**config.mk**
```make
export PLATFORM = sky130hd
export DESIGN_NAME = cache_arbiter
export DESIGN_NICKNAME = d
export VERILOG_FILES = /design/src/rtl/arb_pkg.sv /design/src/rtl/rr_pick2.sv /design/src/rtl/cache_arbiter.sv
export SDC_FILE = /design/constraint.sdc
export NUM_CORES = 1
export LEC_CHECK = 0
export CAP_MARGIN = 20
export CORE_AREA = 2 2 534 536
export DETAILED_ROUTE_END_ITERATION = 10
export DIE_AREA = 0 0 536 538
export PLACE_DENSITY = 0.3
export SLEW_MARGIN = 25
export SYNTH_ARGS = -nofsm -noshare
export SYNTH_HDL_FRONTEND = slang
export SYNTH_SLANG_ARGS = --single-unit
```
**constraint.sdc**
```tcl
create_clock -name clk -period 2.4 [get_ports clk]
set_clock_uncertainty 0.15 [all_clocks]
set_input_delay 0.72 -clock clk [delete_from_list [all_inputs] [get_ports clk]]
set_output_delay 0.72 -clock clk [all_outputs]
set_load 0.02 [all_outputs]
```
**src/rtl/arb_pkg.sv**
```systemverilog
// Shared definitions for the I/D cache arbiter slice.
//   - ADDR_W_DEF / LINE_W_DEF : default byte-address and cacheline widths
//   - arb_state_e             : arbiter FSM states
//   - req_e                   : requester identity, also used as the
//                               last-grant pointer
//   - gnt_idx                 : maps a requester to its bit in the
//                               picker's request/grant vectors
package arb_pkg;

  localparam int ADDR_W_DEF = 32;
  localparam int LINE_W_DEF = 256;

  typedef enum logic [1:0] {
    IDLE    = 2'd0,
    SERVE_I = 2'd1,
    SERVE_D = 2'd2,
    GAP     = 2'd3
  } arb_state_e;

  typedef enum logic {
    REQ_I = 1'b0,
    REQ_D = 1'b1
  } req_e;

  // Bit position of a requester in the 2-bit request/grant vectors.
  function automatic int gnt_idx(input req_e r);
    return (r == REQ_I) ? 0 : 1;
  endfunction

endpackage

```
**src/rtl/rr_pick2.sv**
```systemverilog
// 2-way round-robin picker, purely combinational.
// Ports:
//   req  [1:0] : pending requests, bit 0 = I-cache, bit 1 = D-cache
//   last       : requester granted most recently
//   gnt  [1:0] : one-hot grant (all zero when nothing is pending)
// On a tie the requester that was not granted last wins.
module rr_pick2
  import arb_pkg::*;
(
  input  logic [1:0] req,
  input  req_e       last,
  output logic [1:0] gnt
);

  always_comb begin
    gnt = 2'b00;
    case (req)
      2'b01:   gnt = 2'b01;
      2'b10:   gnt = 2'b10;
      2'b11:   gnt = (last == REQ_D) ? 2'b01 : 2'b10;
      default: gnt = 2'b00;
    endcase
  end

endmodule

```
**src/rtl/cache_arbiter.sv**
```systemverilog
// Arbitrates I-cache line fills and D-cache fills/writebacks onto a single
// cacheline adaptor port.
// Ports:
//   clk, rst                     : clock, synchronous active-high reset
//   icache_read_i/address_i      : I-cache fill request
//   icache_line_o/resp_o         : I-cache fill data and completion pulse
//   dcache_read_i/write_i        : D-cache fill / writeback request
//   dcache_address_i/line_i      : D-cache address and writeback data
//   dcache_line_o/resp_o         : D-cache fill data and completion pulse
//   pmem_read_o/write_o          : request to the adaptor
//   pmem_address_o/line_o        : latched address / writeback line
//   pmem_line_i/resp_i           : adaptor fill data and completion pulse
// One transfer at a time: IDLE picks a requester, SERVE_x holds the
// latched request on the adaptor until pmem_resp_i, then a one-cycle GAP
// lets both the adaptor and the requester return to idle.
module cache_arbiter
  import arb_pkg::*;
#(
  parameter int ADDR_W = ADDR_W_DEF,
  parameter int LINE_W = LINE_W_DEF
) (
  input  logic              clk,
  input  logic              rst,

  input  logic              icache_read_i,
  input  logic [ADDR_W-1:0] icache_address_i,
  output logic [LINE_W-1:0] icache_line_o,
  output logic              icache_resp_o,

  input  logic              dcache_read_i,
  input  logic              dcache_write_i,
  input  logic [ADDR_W-1:0] dcache_address_i,
  input  logic [LINE_W-1:0] dcache_line_i,
  output logic [LINE_W-1:0] dcache_line_o,
  output logic              dcache_resp_o,

  output logic              pmem_read_o,
  output logic              pmem_write_o,
  output logic [ADDR_W-1:0] pmem_address_o,
  output logic [LINE_W-1:0] pmem_line_o,
  input  logic [LINE_W-1:0] pmem_line_i,
  input  logic              pmem_resp_i
);

  arb_state_e        state, state_nxt;
  req_e              last_gnt;
  logic [ADDR_W-1:0] lat_addr;
  logic [LINE_W-1:0] lat_line;
  logic              lat_wr;

  logic [1:0]        req, gnt;
  logic              serving, grant_i, grant_d;

  // A D-cache read+write pair counts as one request; the write is taken
  // first and the read shows up again as a fresh request after GAP.
  assign req = {dcache_read_i | dcache_write_i, icache_read_i};

  rr_pick2 u_pick (
    .req  (req),
    .last (last_gnt),
    .gnt  (gnt)
  );

  assign grant_i = (state == IDLE) && gnt[gnt_idx(REQ_I)];
  assign grant_d = (state == IDLE) && gnt[gnt_idx(REQ_D)];
  assign serving = (state == SERVE_I) || (state == SERVE_D);

  always_comb begin
    state_nxt = state;
    case (state)
      IDLE: begin
        if (grant_i)      state_nxt = SERVE_I;
        else if (grant_d) state_nxt = SERVE_D;
      end
      SERVE_I, SERVE_D: begin
        if (pmem_resp_i) state_nxt = GAP;
      end
      GAP:     state_nxt = IDLE;
      default: state_nxt = IDLE;
    endcase
  end

  always_ff @(posedge clk) begin
    if (rst) begin
      state    <= IDLE;
      last_gnt <= REQ_D;  // I-cache wins the first tie
      lat_addr <= '0;
      lat_line <= '0;
      lat_wr   <= 1'b0;
    end else begin
      state <= state_nxt;
      if (grant_i) begin
        // I-cache is read-only; the writeback line keeps its old value.
        lat_addr <= icache_address_i;
        lat_wr   <= 1'b0;
      end else if (grant_d) begin
        lat_addr <= dcache_address_i;
        lat_wr   <= dcache_write_i;
        lat_line <= dcache_line_i;
      end
      if (serving && pmem_resp_i)
        last_gnt <= (state == SERVE_I) ? REQ_I : REQ_D;
    end
  end

  // Everything is forced low while rst is high, so a transfer caught by
  // reset is dropped in that very cycle and never produces a resp pulse.
  always_comb begin
    pmem_read_o    = !rst && serving && !lat_wr;
    pmem_write_o   = !rst && serving &&  lat_wr;
    pmem_address_o = rst ? '0 : lat_addr;
    pmem_line_o    = rst ? '0 : lat_line;

    icache_resp_o  = !rst && (state == SERVE_I) && pmem_resp_i;
    dcache_resp_o  = !rst && (state == SERVE_D) && pmem_resp_i;

    icache_line_o  = icache_resp_o ? pmem_line_i : '0;
    // Only fills carry data back; a writeback completion returns zero.
    dcache_line_o  = (dcache_resp_o && !lat_wr) ? pmem_line_i : '0;
  end

endmodule

```
==> results.yml <==
synthesis:
  yosys_warn_count: 0
  number_of_enable_flip_flop_cells_after_synthesis: 0
  netlist_top_cells_area: "sky130_fd_sc_hd__dfxtp_1 (34%), sky130_fd_sc_hd__and2_1 (19%), sky130_fd_sc_hd__nor2b_1 (11%), sky130_fd_sc_hd__nand3_1 (8.5%), sky130_fd_sc_hd__o21ai_0 (8.5%)"
  netlist_instances: 2284
  post_synth_instance_area_sq_mm: 0.0170
  synth.lib_cells_used.distinct: 33
  synthDominantAreaCellType: "sky130_fd_sc_hd__dfxtp_1"
  synth_sequential_area_ratio_pct: 34.4
  synth.ff_latch_count: 292
  netlist.area_leader.share_pct: 34.4
  async_s_r_ff_share_synth_pct: 0
  ys_dominant_reg_cell: "sky130_fd_sc_hd__dfxtp_1"
  synthMostInstantiatedCell: "sky130_fd_sc_hd__and2_1"
  synth.avg_cell_area_sq_um: 7.45
  synth_commonest_cells: "sky130_fd_sc_hd__and2_1 (512), sky130_fd_sc_hd__dfxtp_1 (292), sky130_fd_sc_hd__nand3_1 (289), sky130_fd_sc_hd__o21ai_0 (289), sky130_fd_sc_hd__nor2b_1 (288)"
  mappedNetlistNets: 2870
global_routing:
  antenna_found_initial: 129
  grt_remaining_overflow: 0
  grt_util_met1_pct: 13.7
  global_route.usage.total_pct: 13.6
  grt_pass1_vias: 23600
  grt.busiest_layer: "met2"
  first_pass_grt_wire_length_um: 257000
  gr-usage-met3_pct: 3.93
  grt_util_met2_pct: 26.5
  grt_max_degree: 97
setup_path:
  classification_of_the_worst_setup_path: "register to output port"
  crit_path_frequent_cell: "sky130_fd_sc_hd__buf_12"
  arrival_ns: 2.55
  critical_path.slowest_cell: "sky130_fd_sc_hd__dfxtp_2"
  end_kind: "output port"
  critical_path.max_stage_delay_ns: 0.34
  worst-endpoint-required_ns: 1.53
  critical_path.n_buffers_inverters: 6
  critical_path.top_delay_family: "buffers and inverters"
  path_max_fanout: 13
  cp_cell_sequence: "inv_2 > ha_4 > and3b_2 > and2b_4 > buf_12 > buf_12 > buf_16 > buf_8 > and2_4 > buf_12"
  startpoint_type: "register"
timing:
  worst_slew_pin_slew_ns: 0.651
  report.final.setup_viol: 797
  relSlewSlack_pct: 56.6
  final_min_period_over_clock_period_pct: 143
  clock.fmax_mhz: 292
  final_hold_fails: 0
  layout_setup_ws_ns: -1.02
  finalCriticalPeriod_ns: 3.42
  grt_setup_unrepaired: "yes"
  finalMaxSlewViolations: 0
cells_and_area:
  finalNetCount: 4377
  multiInputGateArea_sq_mm: 0.0119
  area.growth.synth_to_final_pct: 144
  fin_cells: 7623
  regArea_sq_mm: 0.00585
  layout.filler_cells: 32400
  post_route_cells_drive_above_1_share_pct: 44.0
routing:
  first_iter_violations: 860
  wire_per_inst_um: 27.1
  drt_drc: 0
  finalWirelength_um: 207000
  ant_nets: 0
  routed_via_density: 3.07
  drt-pass1-iter-count: 5
  vias_post_dr: 23400
flow_run:
  timing.max_cap.violations: 0
die:
  io_pins: 1386
  die-area_sq_mm: 0.288
  initial_utilization_pct: 6.00
  fp.coreArea_sq_mm: 0.283
  chipWidth_um: 536
  dieHeight_um: 538
  number_of_rows_in_the_core_area: 196
placement:
  place.detailed.hpwl_um: 177000
  place_congestion: 0.837
  dp_cells: 7460
  port-buffer-count: 1385
power_and_ir_drop:
  design_power_total_w: 0.0263
  intPower_w: 0.0155
  p_leak_nw: 15.9
  clockPowerShare_pct: 26.2
  comb_power_share_pct: 49.7
  p_switching_w: 0.0108
  irDropWorstVdd_v: 0.000480
  p_per_area_mw_per_mm2: 635
  power.share.switching_pct: 41.0
  sequentialPowerShare_pct: 24.0
clock_tree:
  htree_levels: 2
  clock_path_buffers: 3
  clockRootBuffer: "sky130_fd_sc_hd__clkbuf_16"
  cts_buffers: 46
  insertion_delay_to_the_later_sink_of_the_worst_skew_pair_ns: 0.64
  cts_tree: "yes"
  clock-sinks: 292
  cts.reportedPaths.clkPinSlew_ns: 0.07
status:
  violations_in_the_final_reports: "negative setup slack"
  outcome: "finished, violations left"
min_path:
  hold_class: "register to register"
==> metrics by stage <==
| stage | cell area, sq um | hold slack [ns] | setup TNS (ns) | worst slack [ns] | utilization, % |
|---|---|---|---|---|---|
| final | 41400 | 0.319 | -592.93 | -1.02 | 14.6 |
| after global routing | 41400 | 0.296 | -689.19 | -1.15 | 14.6 |
| after CTS | 41400 | 0.256 | -736.30 | -1.32 | 14.6 |
| after detailed placement | 39400 | 0.312 | -930.76 | -1.55 | 13.9 |
| after global placement | 39400 | 0.305 | -923.03 | -1.52 | 13.9 |
| after floorplan | 19200 | 0.299 | -85.84 | -0.263 | - |
==> power by group through the flow <==
stage | combinational [W] | sequential (W) | clock [W]
global route | 0.0140 | 0.00645 | 0.00746
global placement | 0.0132 | 0.00638 | 0
finish | 0.0131 | 0.00632 | 0.00690
floorplan | 0.00635 | 0.00623 | 0
CTS | 0.0134 | 0.00633 | 0.00729
detailed placement | 0.0131 | 0.00641 | 0
==> area by class of cell <==
type	instances	area share (%)
tap	3762	11.4
sequential	292	14.1
clock inverter	18	0.520
multi-input combinational	1728	28.6
antenna	37	0.224
inverter	3	0.0453
timing repair buffer	1720	42.0
clock buffer	63	3.10
==> worst reg2reg max path, stage by stage, from the launching register on <==
cell	delay [ns]
sky130_fd_sc_hd__dfxtp_2	0.33
sky130_fd_sc_hd__inv_2	0.07
sky130_fd_sc_hd__buf_4	0.13
sky130_fd_sc_hd__ha_4	0.26
sky130_fd_sc_hd__buf_12	0.28
sky130_fd_sc_hd__buf_4	0.44
sky130_fd_sc_hd__nand3_1	0.22
sky130_fd_sc_hd__a21oi_1	0.15
==> sequential cells by signal (all words and copies together), names as in the netlist <==
| signal | flops |
|---|---|
| lat_addr | 32 |
| lat_wr | 1 |
| last_gnt | 1 |
| lat_line | 256 |
| state | 2 |
==> per-layer routing <==
layer | vias to the layer above | routed length [um]
met2 | 1100 | 113000
met5 | - | 149
met4 | 24 | 6700
li1 | 10700 | -
met3 | 325 | 14200
met1 | 11200 | 72800
==> cell families after synthesis <==
logic type               after synthesis  synth area share, %
adder cells (fa/ha/maj)                4                0.294
flip-flops                           292                 34.4
AND/OR/NAND/NOR                     1137                 39.5
AO/OA/AOI/OAI                        587                 19.3
buffers and inverters                264                 6.60
==> worst paths after layout <==
path,startpoint,end,slack [ns],cells past startpoint
max,state[0],dcache_line_o[219],-1.02,10
min,lat_line[126],lat_line[126],0.32,2
max reg2reg,state[0],lat_line[94],0.31,7
min reg2reg,lat_line[126],lat_line[126],0.32,2
==> cells in the final DEF, fill, tap and decap left out, types with 3 or more instances in the layout <==
cell type / n
sky130_fd_sc_hd__dlygate4sd2_1: 71
sky130_fd_sc_hd__clkbuf_16: 48
sky130_fd_sc_hd__diode_2: 37
sky130_fd_sc_hd__buf_6: 45
sky130_fd_sc_hd__nand3_1: 289
sky130_fd_sc_hd__buf_12: 147
sky130_fd_sc_hd__clkdlybuf4s15_1: 31
sky130_fd_sc_hd__buf_4: 511
sky130_fd_sc_hd__ha_4: 3
sky130_fd_sc_hd__nand2b_1: 3
sky130_fd_sc_hd__a311oi_2: 30
sky130_fd_sc_hd__buf_8: 9
sky130_fd_sc_hd__dfxtp_1: 290
sky130_fd_sc_hd__clkbuf_2: 56
sky130_fd_sc_hd__clkdlybuf4s15_2: 44
sky130_fd_sc_hd__buf_2: 23
sky130_fd_sc_hd__clkinv_2: 5
sky130_fd_sc_hd__clkdlybuf4s50_1: 748
sky130_fd_sc_hd__nor2b_1: 88
sky130_fd_sc_hd__clkbuf_1: 10
sky130_fd_sc_hd__o21ai_0: 289
sky130_fd_sc_hd__nand2_1: 3
sky130_fd_sc_hd__dlymetal6s2s_1: 11
sky130_fd_sc_hd__clkbuf_8: 7
sky130_fd_sc_hd__nor3_1: 33
sky130_fd_sc_hd__and2_2: 26
sky130_fd_sc_hd__nor2b_2: 200
sky130_fd_sc_hd__and2_1: 7
sky130_fd_sc_hd__buf_16: 14
sky130_fd_sc_hd__clkinv_4: 4
sky130_fd_sc_hd__clkbuf_4: 7
sky130_fd_sc_hd__and2_4: 479
sky130_fd_sc_hd__a21oi_1: 258
==> repair_timing <==
item / in CTS / in global routing
gates cloned: 13 / 2
pin swaps: 1 / 5
setup buffers: 27 / 10
resized for setup: 845 / 381
hold buffers: 0 / 0
setup endpoints to repair: 800 / 803
Note: power is estimated with default switching activity, not from simulation.
